**config.mk**
```make
export PLATFORM = sky130hd
export DESIGN_NAME = fetch_stage
export DESIGN_NICKNAME = d
export VERILOG_FILES = /design/src/rtl/cpu_types_pkg.sv /design/src/rtl/fetch_skid_buf.sv /design/src/rtl/fetch_stage.sv
export SDC_FILE = /design/constraint.sdc
export NUM_CORES = 1
export LEC_CHECK = 0
export ABC_AREA = 1
export BUFFER_PORTS_ARGS = -buffer_cell sky130_fd_sc_hd__buf_2
export CAP_MARGIN = 20
export CORE_MARGIN = 2
export CORE_UTILIZATION = 50
export DETAILED_ROUTE_END_ITERATION = 10
export GPL_TIMING_DRIVEN = 0
export PLACE_DENSITY = 0.73
export SLEW_MARGIN = 20
export SYNTH_ARGS = -nofsm -noshare
export SYNTH_HDL_FRONTEND = slang
export SYNTH_HIERARCHICAL = 1
export SYNTH_SLANG_ARGS = --single-unit
```
**constraint.sdc**
```tcl
create_clock -name CLK -period 2.8 [get_ports CLK]
set_input_delay 0.28 -clock CLK [delete_from_list [all_inputs] [get_ports CLK]]
set_output_delay 0.28 -clock CLK [all_outputs]
set_load 0.03 [all_outputs]
```
**src/rtl/cpu_types_pkg.sv**
```systemverilog
// Shared pipeline types for the CPU front end.
//   fetch_state_t : fetch FSM states (FETCH, HOLD, HALTED)
//   ifid_t        : IF/ID pipeline bundle {valid, imemload, pc, npc}
//   PC_STEP       : byte increment per sequential fetch
package cpu_types_pkg;

  localparam logic [31:0] PC_STEP = 32'd4;

  typedef enum logic [1:0] {
    FETCH  = 2'd0,
    HOLD   = 2'd1,
    HALTED = 2'd2
  } fetch_state_t;

  typedef struct packed {
    logic        valid;
    logic [31:0] imemload;
    logic [31:0] pc;
    logic [31:0] npc;
  } ifid_t;

  localparam ifid_t IFID_BUBBLE = '0;

endpackage

```
**src/rtl/fetch_skid_buf.sv**
```systemverilog
// Single-entry holding register for one fetched instruction that arrived
// while decode was stalled.
//   clk_i    : clock
//   rst_i    : synchronous active-high reset (empties the entry)
//   load_i   : capture data_i and mark the entry full
//   drain_i  : entry has been consumed, mark it empty
//   clear_i  : discard the entry (redirect / halt); wins over load and drain
//   data_i   : bundle to capture
//   valid_o  : entry holds an instruction
//   data_o   : buffered bundle
module fetch_skid_buf
  import cpu_types_pkg::*;
(
  input  logic  clk_i,
  input  logic  rst_i,
  input  logic  load_i,
  input  logic  drain_i,
  input  logic  clear_i,
  input  ifid_t data_i,
  output logic  valid_o,
  output ifid_t data_o
);

  logic  valid_q, valid_d;
  ifid_t data_q, data_d;

  always_comb begin
    valid_d = valid_q;
    data_d  = data_q;
    if (clear_i) begin
      valid_d = 1'b0;
    end else if (load_i) begin
      valid_d = 1'b1;
      data_d  = data_i;
    end else if (drain_i) begin
      valid_d = 1'b0;
    end
  end

  always_ff @(posedge clk_i) begin
    if (rst_i) begin
      valid_q <= 1'b0;
      data_q  <= IFID_BUBBLE;
    end else begin
      valid_q <= valid_d;
      data_q  <= data_d;
    end
  end

  assign valid_o = valid_q;
  assign data_o  = data_q;

endmodule

```
**src/rtl/fetch_stage.sv**
```systemverilog
// Instruction-fetch stage: owns the PC, issues instruction-memory reads and
// produces the IF/ID bundle. Handles decode stall (via a one-entry skid),
// global freeze, downstream redirects and a permanent halt.
//   CLK, RST                  : clock, synchronous active-high reset
//   ihit, imemload            : memory response for the current request
//   imemREN, imemaddr         : memory request (address is always the PC)
//   stall_id                  : decode hazard, hold IF/ID and PC
//   freeze                    : hold every register
//   redirect, redirect_pc     : control-flow redirect from later stages
//   halt_in                   : committed halt, stop fetching until reset
//   id_valid/id_imemload/id_pc/id_npc : IF/ID bundle
//   halted                    : fetch permanently stopped
module fetch_stage
  import cpu_types_pkg::*;
#(
  parameter logic [31:0] PC_INIT = 32'h0000_0000,
  parameter logic [31:0] PC_STEP = cpu_types_pkg::PC_STEP
) (
  input  logic        CLK,
  input  logic        RST,
  input  logic        ihit,
  input  logic [31:0] imemload,
  output logic        imemREN,
  output logic [31:0] imemaddr,
  input  logic        stall_id,
  input  logic        freeze,
  input  logic        redirect,
  input  logic [31:0] redirect_pc,
  input  logic        halt_in,
  output logic        id_valid,
  output logic [31:0] id_imemload,
  output logic [31:0] id_pc,
  output logic [31:0] id_npc,
  output logic        halted
);

  fetch_state_t state_q, state_d;
  logic [31:0]  pc_q, pc_d;
  ifid_t        ifid_q, ifid_d;

  logic  skid_load, skid_drain, skid_clear, skid_valid;
  ifid_t skid_data, fetched;

  // Targets are word aligned; the low two bits of redirect_pc are dropped.
  logic unused_redirect_lsbs;
  assign unused_redirect_lsbs = ^redirect_pc[1:0];

  assign fetched = '{valid: 1'b1, imemload: imemload, pc: pc_q, npc: pc_q + PC_STEP};

  fetch_skid_buf u_skid (
    .clk_i   (CLK),
    .rst_i   (RST),
    .load_i  (skid_load),
    .drain_i (skid_drain),
    .clear_i (skid_clear),
    .data_i  (fetched),
    .valid_o (skid_valid),
    .data_o  (skid_data)
  );

  always_comb begin
    state_d    = state_q;
    pc_d       = pc_q;
    ifid_d     = ifid_q;
    skid_load  = 1'b0;
    skid_drain = 1'b0;
    skid_clear = 1'b0;

    if (halt_in) begin
      state_d    = HALTED;
      ifid_d     = IFID_BUBBLE;
      skid_clear = 1'b1;
    end else if (state_q == HALTED || freeze) begin
      // HALTED only leaves through reset; freeze holds everything.
    end else if (redirect) begin
      pc_d       = {redirect_pc[31:2], 2'b00};
      ifid_d     = IFID_BUBBLE;
      skid_clear = 1'b1;
      state_d    = FETCH;
    end else begin
      unique case (state_q)
        FETCH: begin
          if (!stall_id) begin
            if (ihit) begin
              ifid_d = fetched;
              pc_d   = pc_q + PC_STEP;
            end else begin
              ifid_d = IFID_BUBBLE;
            end
          end else if (ihit) begin
            // Decode can't take it yet: park it so it is neither lost nor refetched.
            skid_load = 1'b1;
            state_d   = HOLD;
          end
        end
        HOLD: begin
          if (!stall_id) begin
            ifid_d       = skid_data;
            ifid_d.valid = skid_valid;
            skid_drain   = 1'b1;
            pc_d         = pc_q + PC_STEP;
            state_d      = FETCH;
          end
        end
        default: begin
        end
      endcase
    end
  end

  always_ff @(posedge CLK) begin
    if (RST) begin
      state_q <= FETCH;
      pc_q    <= PC_INIT;
      ifid_q  <= IFID_BUBBLE;
    end else begin
      state_q <= state_d;
      pc_q    <= pc_d;
      ifid_q  <= ifid_d;
    end
  end

  assign imemaddr    = pc_q;
  assign imemREN     = (state_q == FETCH) && !freeze;
  assign halted      = (state_q == HALTED);
  assign id_valid    = ifid_q.valid;
  assign id_imemload = ifid_q.imemload;
  assign id_pc       = ifid_q.pc;
  assign id_npc      = ifid_q.npc;

endmodule
```
* Word level (Yosys, flattened, before mapping)
Index checks and enable logic that the tools add are counted.
** Storage, ports and cells
- Bits in registers :: 228
- Bits in latches :: 0
- Memory bits (writable) :: 0
- Memory bits (read-only) :: 0
- Input port bits :: 71
- Word-level logic and storage cells :: 72
- Memories kept :: 0
** Operators by class
- $add $sub $neg :: 1
- Multipliers :: 0
- Div/mod/pow operators :: 0
- Magnitude comparators :: 0
- Equal/unequal tests :: 10
- Shifts and indexed selects :: 0
- Mux-type cells :: 33
- Bitwise logic cells :: 3
- Reductions and logical operators :: 14
** Operator list (number)
- 97-bit two-way mux :: 4
- 97-bit one-hot mux with 2 select lines :: 1
- 32-bit two-way mux :: 4
- 32-bit one-hot mux with 2 select lines :: 1
- 32-bit by 3-bit adder with 32-bit output (second input constant) :: 1
- 1-bit two-way mux :: 16
- 2-bit two-way mux :: 6
- 3-bit inequality test (second input constant) :: 4
- 4-bit inequality test (second input constant) :: 3
- 5-bit AND reduction :: 2
- 6-bit AND reduction :: 1
- 2-bit one-hot mux with 2 select lines :: 1
- 4-bit AND reduction :: 1
- 4-bit nonzero test :: 1
- 2-bit OR reduction :: 2
- 1-bit inverter :: 3
- 3-bit nonzero test :: 1
- 2-bit by 1-bit == test with 1-bit output (second input constant) :: 1
- 2-bit == test (second input constant) :: 1
- 2-bit logical NOT :: 1
- 2-bit inequality test (second input constant) :: 1
- 2-bit AND reduction :: 1
- 2-bit nonzero test :: 1
- 1-bit logical AND :: 1
- other kinds (2) :: 2

* Logic depth before layout (Yosys ltp)
Gate-level depths: netlist of the first run.
- Depth in word-level cells :: 7
- Depth in mapped cells :: 16
- Gate-level depth less buffers :: 13

* Cells and area by module
The synthesis of the first run kept the hierarchy.
** By module, submodules not included
- fetch_stage :: times used 1, cells an instance 1013, area an instance 6852.8 um^2, sequential area each 2582.5 um^2
- fetch_skid_buf :: times used 1, cells an instance 632, area an instance 4145.2 um^2, sequential area each 1961.9 um^2

* Least setup slack after synthesis of the first run
Ideal clock, no wire load.
- Kind :: input to register
- Start point :: input redirect
- End point :: register u_skid.data_q (netlist bit u_skid/data_o[60])
- Library setup time :: 113 ps
- Arrival time :: 1907 ps
- Required time :: 2687 ps
- Setup slack :: 780 ps
- Stages on the path :: 12
- Path through :: buf_2 > inv_1 > clkbuf_1 > clkbuf_1 > nand2_1 > nor2_1 > buf_4 > buf_2 > buf_2 > nand3_1 > nand2_1 > nor2_1
** Between the ends
- Elaborated cells between the ends (all ways) :: 8
** RTL lines
- from (decl) :: line fetch_stage.sv:27 : input logic redirect,
- 1-bit two-way mux :: line fetch_stage.sv:75 : end else if (redirect) begin
- 1-bit two-way mux :: line fetch_stage.sv:73 : end else if (state_q == HALTED || freeze) begin
- 1-bit two-way mux :: line fetch_stage.sv:69 : if (halt_in) begin
- net skid_load :: line fetch_stage.sv:41 : logic skid_load, skid_drain, skid_clear, skid_valid;
- 2-bit AND reduction (no source line)
- to (signal assigned) :: line fetch_skid_buf.sv:46 : data_q <= data_d;
- to (decl) :: line fetch_skid_buf.sv:25 : ifid_t data_q, data_d;
The timed path passes the listed nets, and every way through them passes these cells.
A chain may end at the register's enable or synchronous reset.

* Final worst setup path of the first run
- Start point :: input redirect
- End point :: register u_skid.data_q (netlist bit u_skid/data_o[82])
Same word-level chain as after synthesis.

==> results.ini, run 1 <==
[outcome]
outcome = finished clean

[cts]
clkLatencyLatePin_ns = 0.53
cts.sinks = 226
numCtsBuffers = 25
post_cts_buffers = 0
path_clk_slew_ns = 0.06
clockBufferDepth = 3
htreeDepth = 1
clockRootBuffer = clkbuf_16
cts_tree = yes
ctsResizeCount = 0

[floorplanning]
placementRows = 54
die_width_um = 152
start_util = 0.505
core_um2 = 21700
die_area_um2 = 23100
die_h_um = 152
io-pin-count = 202

[worst_setup_path]
crit_path_start = redirect
required_ns = 3.26
ff2ff_setup_slack_ns = 0.35
worstPathMaxFanout = 10
start_kind = input port
cp.arrival_ns = 3.13
critPathKind = in -> reg
end_kind = flop
worstReg2RegStart = state_q[1]

[global_routing]
antenna_found_initial = 0
grt_pass1_vias = 10430
overflow = 0
track_usage = 0.288
grt_max_degree = 13
grt_pass1_wl_um = 54800

[place]
portBuffers = 196
place_ws_ns = -0.271
dp_hpwl_um = 24600
place.gp.congestion = 0.940

[sta]
setup_viol = 0
fin_skew_ns = 0.0154
worst_pin_slew_ns = 0.834
fmax_mhz = 375
fin_ws_ns = 0.131
hold_violations = 0
fin_crit_sh = 0.953
slew_headroom = 0.442
drv_slew = 0
rsz0062_at_grt = no
finalWorstPathRequiredPeriod_ns = 2.67

[finish]
final_common_cell = nand2_1
nNetsFinal = 1939
final_cell_mix = nand2_1 (366), nor2_1 (234), dfxtp_1 (226)
diodes = 0
synthToLayoutAreaGrowth_pct = 19.6
drive_above_1_share = 0.184

[power_and_ir_drop]
vdd.ir_drop.worst_mv = 0.344
finalPower_mw = 7.57
power.leakage_nw = 5.79
power_per_cell_area_nw_per_um2 = 578

[job]
maxCapViolCount = 0

[yosys]
ys_warn_count = 6
syn_area_per_cell_um2 = 6.69
synthCells = 1638
synthesis.area_um2 = 11000

[detailed_routing]
drt_iter0_drc = 892
wl_um = 34500
drc = 0
wl_per_cell_um = 16.0
drtAntennaViolNets = 0
dr.pass1.iters = 5
vias_per_cell = 5.26
via_count = 11363

[min_path]
worstHoldStart = imemload[16]
hold_class = in -> reg

-- registers in the layout (all words and copies together) (netlist names) --
| name | count |
|---|---|
| id_valid | 1 |
| imemaddr | 30 |
| id_imemload | 32 |
| u_skid/data_o | 96 |
| id_pc | 32 |
| state_q | 2 |
| id_npc | 32 |
| u_skid/valid_o | 1 |
-- final timing paths --
kind	end	depth (start not counted)
hold reg to reg	id_npc[30]	2
setup reg to reg	u_skid/data_o[82]	16
setup / recovery	u_skid/data_o[82]	13
hold / removal	id_imemload[16]	3
-- final cells by class --
class | instances | area [µm²]
plain buffers | 145 | 751
clock buffers | 33 | 716
clock inverters | 7 | 67.6
fillers | 2169 | 8590
inverters | 133 | 499
multi-input cells | 1139 | 5200
flip-flops and latches | 226 | 4520
well taps | 280 | 350
repair buffers | 197 | 991
-- critical path: stages --
cell and delay, ns:
buf_2 0.18, inv_1 0.11, clkbuf_1 0.58, clkbuf_1 0.58
nand2_1 0.16, nor2_1 0.12, buf_4 0.21, inv_2 0.08
nor2_4 0.24, buf_6 0.20, buf_4 0.20, nor2_1 0.06
nor2_1 0.12
-- where the power goes --
part	switching [mW]	total (mW)	internal, mW
registers	0.108	3.41	3.31
logic	0.656	0.956	0.300
clock network	1.33	3.20	1.87
total	2.10	7.57	5.48
-- metrics by stage --
step	instance area (µm²)	instances	setup TNS (ns)	util	hold slack [ns]
after floorplan	11000	1643	0	-	0.349
final	13100	2160	0	0.604	0.0302
after global routing	13100	2160	0	0.604	0.0368
after global placement	12300	2119	-22.56	0.567	0.450
after CTS	13100	2160	0	0.604	0.0231
after detailed placement	12300	2119	-18.12	0.567	0.453
-- what timing repair did --
item	4_1_cts	5_1_grt
hold buffers	1	0
endpoints found under the hold margin	1	0
endpoints found under the setup margin	0	0
-- routing by layer --
metal	GRT usage	routed length, µm
met5	0	0
met3	0.0596	3300
met4	0.104	1110
met1	0.389	14600
met2	0.460	15400
Note: power is estimated with default switching activity, not from simulation.
==> run 2: changes to the inputs <==
--- a/config.mk
+++ b/config.mk
@@ -12,7 +12,7 @@
 export CORE_UTILIZATION = 50
 export DETAILED_ROUTE_END_ITERATION = 10
 export GPL_TIMING_DRIVEN = 0
-export PLACE_DENSITY = 0.73
+export PLACE_DENSITY = 0.76
 export SLEW_MARGIN = 20
 export SYNTH_ARGS = -nofsm -noshare
 export SYNTH_HDL_FRONTEND = slang
==> constraint.sdc (replaced) <==
create_clock -name CLK -period 2.4 [get_ports CLK]
set_input_delay 0.24 -clock CLK [delete_from_list [all_inputs] [get_ports CLK]]
set_output_delay 0.24 -clock CLK [all_outputs]
set_load 0.03 [all_outputs]
==> run 2 against run 1 <==
  * Routed wire length up 2.1%
  * First-iteration DRC count is 15% higher
  * Via count increased by 2.2%
  * Non-clock buffer count increased by 30
  * Hold slack got worse by 0.023 ns
  * Core utilization is 1.9 points higher
  * Highest routed layer unchanged
  * Sequential share of layout area shrank 1.1 points
  * Final area is 3.1% higher
  * Sequential power grew 17%
==> results.ini, run 2 (synthesis gave the netlist of run 1 again) <==
[outcome]
outcome = finished clean  ; unchanged

[power_and_ir_drop]
vdd.ir_drop.worst_mv = 0.430  ; was 0.344 mV
power.leakage_nw = 5.96  ; was 5.79 nW
power_per_cell_area_nw_per_um2 = 678  ; was 578 nW/µm²

[detailed_routing]
dr.pass1.iters = 7  ; was 5
vias_per_cell = 5.29  ; was 5.26
drtAntennaViolNets = 0  ; unchanged
drt_iter0_drc = 1029  ; was 892
wl_per_cell_um = 16.0  ; about the same
wl_um = 35200  ; was 34,500 µm
drc = 0  ; unchanged
via_count = 11616  ; was 11,363

[place]
dp_hpwl_um = 24700  ; was 24,600 µm
place.gp.congestion = 0.928  ; was 0.940
portBuffers = 196  ; unchanged
place_ws_ns = -0.597  ; was -0.271 ns

[cts]
cts_tree = yes  ; unchanged
path_clk_slew_ns = 0.06  ; about the same
clkLatencyLatePin_ns = 0.53  ; about the same
clockRootBuffer = clkbuf_16  ; unchanged
clockBufferDepth = 3  ; unchanged
numCtsBuffers = 25  ; unchanged
htreeDepth = 1  ; unchanged
cts.sinks = 226  ; unchanged

[sta]
fin_skew_ns = 0.0156  ; was 0.0154 ns
finalWorstPathRequiredPeriod_ns = 2.23
hold_violations = 0  ; unchanged
setup_viol = 0  ; unchanged
worst_pin_slew_ns = 0.687  ; was 0.834 ns
fin_crit_sh = 0.931
drv_slew = 0  ; unchanged
slew_headroom = 0.542  ; was 0.442
fin_ws_ns = 0.165  ; was 0.131 ns
fmax_mhz = 447

[floorplanning]
io-pin-count = 202  ; unchanged
core_um2 = 21700  ; unchanged
die_area_um2 = 23100  ; unchanged
die_width_um = 152  ; unchanged
start_util = 0.505  ; unchanged
placementRows = 54  ; unchanged
die_h_um = 152  ; unchanged

[worst_setup_path]
ff2ff_setup_slack_ns = 0.17  ; was 0.35 ns
reg2regPathDepth = 16  ; unchanged
end_kind = flop  ; unchanged
worstPathMaxFanout = 10  ; unchanged
critPathKind = reg -> reg  ; was in -> reg
cp.arrival_ns = 2.69  ; was 3.13 ns
start_kind = flop  ; was input port
required_ns = 2.85  ; was 3.26 ns
reg2reg_to = u_skid/data_o[58]  ; was u_skid/data_o[82]
worstReg2RegStart = state_q[1]  ; unchanged

[global_routing]
grt_pass1_wl_um = 55200  ; was 54,800 µm
grt_pass1_vias = 10493  ; was 10,430
overflow = 0  ; unchanged
track_usage = 0.292  ; was 0.288
antenna_found_initial = 0  ; unchanged
grt_max_degree = 20  ; was 13

[min_path]
worstHoldStart = redirect_pc[4]  ; was imemload[16]
whs_endpoint = imemaddr[4]  ; was id_imemload[16]
hold_class = in -> reg  ; unchanged
hold_depth = 3  ; unchanged

[finish]
largest_reg_flops = 96  ; unchanged
nNetsFinal = 1969  ; was 1,939
final_common_cell = nand2_1  ; unchanged
synthToLayoutAreaGrowth_pct = 23.3  ; was 19.6%
drive_above_1_share = 0.188  ; was 0.184
diodes = 0  ; unchanged
final_util = 0.623  ; was 0.604
final_cell_mix = nand2_1 (366), nor2_1 (232), dfxtp_1 (226)  ; was nand2_1 (366), nor2_1 (234), dfxtp_1 (226)

[job]
maxCapViolCount = 0  ; unchanged

[run 2: cell types whose count changed in the layout (fill, tap and decap cells not counted), moves of 2 or more]
| cell | change |
|---|---|
| buf_6 | +4 |
| dlygate4sd3_1 | +25 |
| clkbuf_4 | +5 |
| nor2_1 | -2 |
| nor2_2 | +2 |
| buf_2 | -9 |
| clkinvlp_4 | +2 |
| clkbuf_2 | +4 |
| buf_4 | +6 |
| clkinv_2 | -2 |
| bufinv_16 | +2 |
| clkbuf_1 | -3 |
[run 2: worst max-delay path, cell delays in order (launching register included)]
cell,delay [ns]
dfxtp_1,0.36
inv_2,0.10
nor2_2,0.04
nor2_2,0.16
o21ai_2,0.11
nor2_1,0.09
o21ai_1,0.08
nor2_1,0.09
nand2_1,0.08
nor2_2,0.12
buf_6,0.16
inv_2,0.07
nor2_4,0.21
buf_4,0.17
buf_4,0.17
nor2_1,0.05
nor2_1,0.10
[run 2: where the power goes]
part           internal (mW)  total [mW]  leakage, nW  switching, mW
logic                  0.385        1.16         3.71          0.778
clock network           2.42        4.02        0.415           1.60
registers               3.86        3.98         1.83          0.127
total                   6.66        9.17         5.96           2.50
[run 2: area by class of cell]
cell class	count	area [µm²]
Multi-Input combinational cell	1139	5200
Clock buffer	35	723
Fill cell	2022	8180
Tap cell	280	350
Sequential cell	226	4520
Clock inverter	9	133
Timing Repair Buffer	228	1290
Inverter	133	499
Buffer	144	790
[run 2: worst max path at each step]
stage / slack [ns] / startpoint / depth (start not counted) / endpoint
6_report: 0.17 / state_q[1] / 16 / u_skid/data_o[58]
5_1_grt: -0.04 / state_q[1] / 16 / u_skid/data_o[20]
4_1_cts: 0.009 / redirect / 10 / u_skid/data_o[30]
3_5_place_dp: -0.60 / redirect / 13 / u_skid/data_o[84]
3_3_place_gp: -0.61 / redirect / 13 / u_skid/data_o[90]
2_1_floorplan: 0.38 / state_q[1] / 16 / u_skid/data_o[60]
[run 2: repair_timing]
action | CTS | global route
setup buffers | 0 | 6
pin swaps | 0 | 2
endpoints found under the hold margin | 26 | 0
hold buffers | 26 | 0
setup endpoints to repair | 39 | 92
gates resized for setup | 1 | 25
gates cloned | 0 | 0
[run 2: metrics by stage]
step | area [µm²] | power [mW] | hold slack [ns] | instances | setup TNS (ns)
final | 13500 | 9.17 | 0.00729 | 2194 | 0
after global routing | 13500 | 9.47 | 0.00448 | 2194 | -0.801
after CTS | 13400 | 9.15 | 0.000940 | 2188 | 0
after detailed placement | 12300 | 5.15 | 0.451 | 2119 | -49.09
after global placement | 12300 | 5.14 | 0.450 | 2119 | -52.81
after floorplan | 11000 | 4.76 | 0.309 | 1643 | 0
[run 2: per-layer routing]
| metal | GRT usage | wire length (µm) | up-vias |
|---|---|---|---|
| li1 | - | - | 5710 |
| met1 | 0.390 | 14700 | 5245 |
| met2 | 0.463 | 15600 | 562 |
| met3 | 0.0585 | 3440 | 99 |
| met4 | 0.121 | 1410 | 0 |
| met5 | 0 | 0 | - |
==> run 3: changes to the inputs <==
--- a/config.mk
+++ b/config.mk
@@ -5,14 +5,13 @@
 export SDC_FILE = /design/constraint.sdc
 export NUM_CORES = 1
 export LEC_CHECK = 0
-export ABC_AREA = 1
 export BUFFER_PORTS_ARGS = -buffer_cell sky130_fd_sc_hd__buf_2
 export CAP_MARGIN = 20
 export CORE_MARGIN = 2
 export CORE_UTILIZATION = 50
 export DETAILED_ROUTE_END_ITERATION = 10
 export GPL_TIMING_DRIVEN = 0
-export PLACE_DENSITY = 0.76
+export PLACE_DENSITY = 0.75
 export SLEW_MARGIN = 20
 export SYNTH_ARGS = -nofsm -noshare
 export SYNTH_HDL_FRONTEND = slang
==> constraint.sdc (replaced) <==
create_clock -name CLK -period 2.4 [get_ports CLK]
set_input_delay 0.12 -clock CLK [delete_from_list [all_inputs] [get_ports CLK]]
set_output_delay 0.12 -clock CLK [all_outputs]
set_load 0.03 [all_outputs]
==> run 3 against run 2 <==
  * Core utilization is 0.16 points higher
  * Sequential power down 3%
  * Highest routed layer unchanged
  * Register-to-register slack worse by 0.13 ns
  * Final area is 4.0% higher
  * Critical path depth is 10 lower
  * Non-clock buffer count increased by 39
  * Routed wire length is 9.7% higher
  * Power decreased by 6.1%
==> results.ini, run 3 <==
[yosys]
syn_area_per_cell_um2 = 8.88  ; was 6.69 µm²
synthesis.area_um2 = 11400  ; was 11,000 µm²
ys_warn_count = 6  ; unchanged
synthCells = 1283  ; was 1,638

[outcome]
outcome = finished clean  ; unchanged

[cts]
clkLatencyLatePin_ns = 0.51  ; was 0.53 ns
cts_tree = yes  ; unchanged
clockRootBuffer = clkbuf_16  ; unchanged
numCtsBuffers = 25  ; unchanged
clockBufferDepth = 3  ; unchanged
path_clk_slew_ns = 0.06  ; about the same
htreeDepth = 1  ; unchanged
cts.sinks = 226  ; unchanged

[sta]
hold_violations = 0  ; unchanged
fin_skew_ns = 0.00784  ; was 0.0156 ns
finalWorstPathRequiredPeriod_ns = 2.36  ; was 2.23 ns
fmax_mhz = 423  ; was 447 MHz
drv_slew = 0  ; unchanged
fin_crit_sh = 0.984  ; was 0.931
slew_headroom = 0.277  ; was 0.542
worst_pin_slew_ns = 1.08  ; was 0.687 ns
fin_tns_setup_ns = 0  ; unchanged
setup_viol = 0  ; unchanged
whs_ns = 0.0149  ; was 0.00729 ns
fin_ws_ns = 0.0385  ; was 0.165 ns

[detailed_routing]
dr.pass1.iters = 5  ; was 7
via_count = 11377  ; was 11,616
drtAntennaViolNets = 0  ; unchanged
drt_iter0_drc = 1415  ; was 1,029
wl_um = 38600  ; was 35,200 µm
wl_per_cell_um = 20.8  ; was 16.0 µm
vias_per_cell = 6.13  ; was 5.29
drc = 0  ; unchanged

[global_routing]
antenna_found_initial = 1  ; was 0
grt_max_degree = 13  ; was 20
grt_pass1_vias = 10641  ; was 10,493
overflow = 0  ; unchanged
grt_pass1_wl_um = 59200  ; was 55,200 µm
track_usage = 0.308  ; was 0.292

[worst_setup_path]
cp.arrival_ns = 2.75  ; was 2.69 ns
critPathKind = reg -> reg  ; unchanged
worst-path-buf-inv = 0  ; was 5
worstPathMaxFanout = 9  ; was 10
end_kind = flop  ; unchanged
crit_path_start = imemaddr[2]  ; was state_q[1]
required_ns = 2.79  ; was 2.85 ns
worstReg2RegStart = imemaddr[2]  ; was state_q[1]
crit_path_top_delay_cell = or4_1  ; was dfxtp_1
cp_slowest_stage_delay_ns = 0.52  ; was 0.36 ns
start_kind = flop  ; unchanged
crit_top_cell = nand3_2  ; was nor2_1
crit_family = simple AND/OR/NAND/NOR gates  ; unchanged
worstPathCellList = ha_2 > nand3_2 > nor4_4 > nand3_2 > or4_1 > a41oi_2  ; was inv_2 > nor2_2 > nor2_2 > o21ai_2 > nor2_1 > o21ai_1 > nor2_1 > nand2_1 > nor2_2 > buf_6 > inv_2 > nor2_4 > buf_4 > buf_4 > nor2_1 > nor2_1

[finish]
nNetsFinal = 1626  ; was 1,969
final_util = 0.624  ; was 0.623
synthToLayoutAreaGrowth_pct = 23.3  ; about the same
final_cell_mix = buf_2 (225), dfxtp_1 (224), nand2b_1 (102)  ; was nand2_1 (366), nor2_1 (232), dfxtp_1 (226)
largest_reg_flops = 96  ; unchanged
drive_above_1_share = 0.246  ; was 0.188
final_common_cell = buf_2  ; was nand2_1

[floorplanning]
io-pin-count = 202  ; unchanged
die_h_um = 155  ; was 152 µm
placementRows = 55  ; was 54
die_width_um = 155  ; was 152 µm
core_um2 = 22500  ; was 21,700 µm²
die_area_um2 = 24000  ; was 23,100 µm²
start_util = 0.506  ; was 0.505

[power_and_ir_drop]
vdd.ir_drop.worst_mv = 0.400  ; was 0.430 mV
power.leakage_nw = 5.49  ; was 5.96 nW
power_per_cell_area_nw_per_um2 = 613  ; was 678 nW/µm²
finalPower_mw = 8.61  ; was 9.17 mW

[place]
place_ws_ns = -0.259  ; was -0.597 ns
portBuffers = 195  ; was 196
dp_hpwl_um = 27400  ; was 24,700 µm
place.gp.congestion = 0.966  ; was 0.928

[job]
maxCapViolCount = 0  ; unchanged

[min_path]
worstHoldStart = redirect_pc[29]  ; was redirect_pc[4]
hold_class = in -> reg  ; unchanged

==> run 3: stage by stage <==
step | instance area, µm² | std cells
CTS | 14000 | 1857
finish | 14100 | 1856
floorplan | 11400 | 1288
global placement | 12700 | 1768
detailed placement | 12800 | 1768
global route | 14100 | 1856
==> run 3: worst register-to-register path, delay by kind of cell, from the launching register on <==
| family | cells | cell delay, ns |
|---|---|---|
| AND/OR/NAND/NOR | 4 | 1.23 |
| flip-flops | 1 | 0.45 |
| AO/OA/AOI/OAI | 1 | 0.29 |
| adder cells (fa/ha/maj) | 1 | 0.27 |
==> run 3: timing repair <==
item	4_1_cts	5_1_grt
buffers inserted	1	0
pin swaps	1	1
setup endpoints to repair	65	71
gates resized for setup	6	20
hold buffers	45	0
hold endpoints to repair	72	0
==> run 3: layout make-up <==
type,instances,area [µm²]
diodes,1,2.50
plain buffers,170,911
clock buffers,38,754
clock inverters,5,27.5
fillers,1942,8450
inverters,9,33.8
multi-input cells,881,6010
flip-flops and latches,226,4530
well taps,285,357
repair buffers,241,1430
==> run 3: path summary, 6_finish.rpt <==
check / endpoint / slack [ns] / depth (start not counted)
min reg2reg: id_pc[1] / 0.45 / 2
max reg2reg: imemaddr[30] / 0.04 / 6
max: imemaddr[30] / 0.04 / 6
min: imemaddr[29] / 0.01 / 4
==> run 3: layer usage <==
layer / GRT usage / vias up / part of all wire / routed length, µm
li1: - / 5217 / - / -
met1: 0.418 / 5414 / 0.41 / 15700
met2: 0.498 / 660 / 0.46 / 17600
met3: 0.0540 / 86 / 0.10 / 3910
met4: 0.104 / 0 / 0.034 / 1310
met5: 0 / - / 0 / 0
==> run 3: power by group <==
part / internal (mW) / switching, mW / leakage, nW
combinational: 0.398 / 0.656 / 3.27
sequential: 3.81 / 0.0564 / 1.83
clock: 2.15 / 1.54 / 0.387
total: 6.35 / 2.26 / 5.49
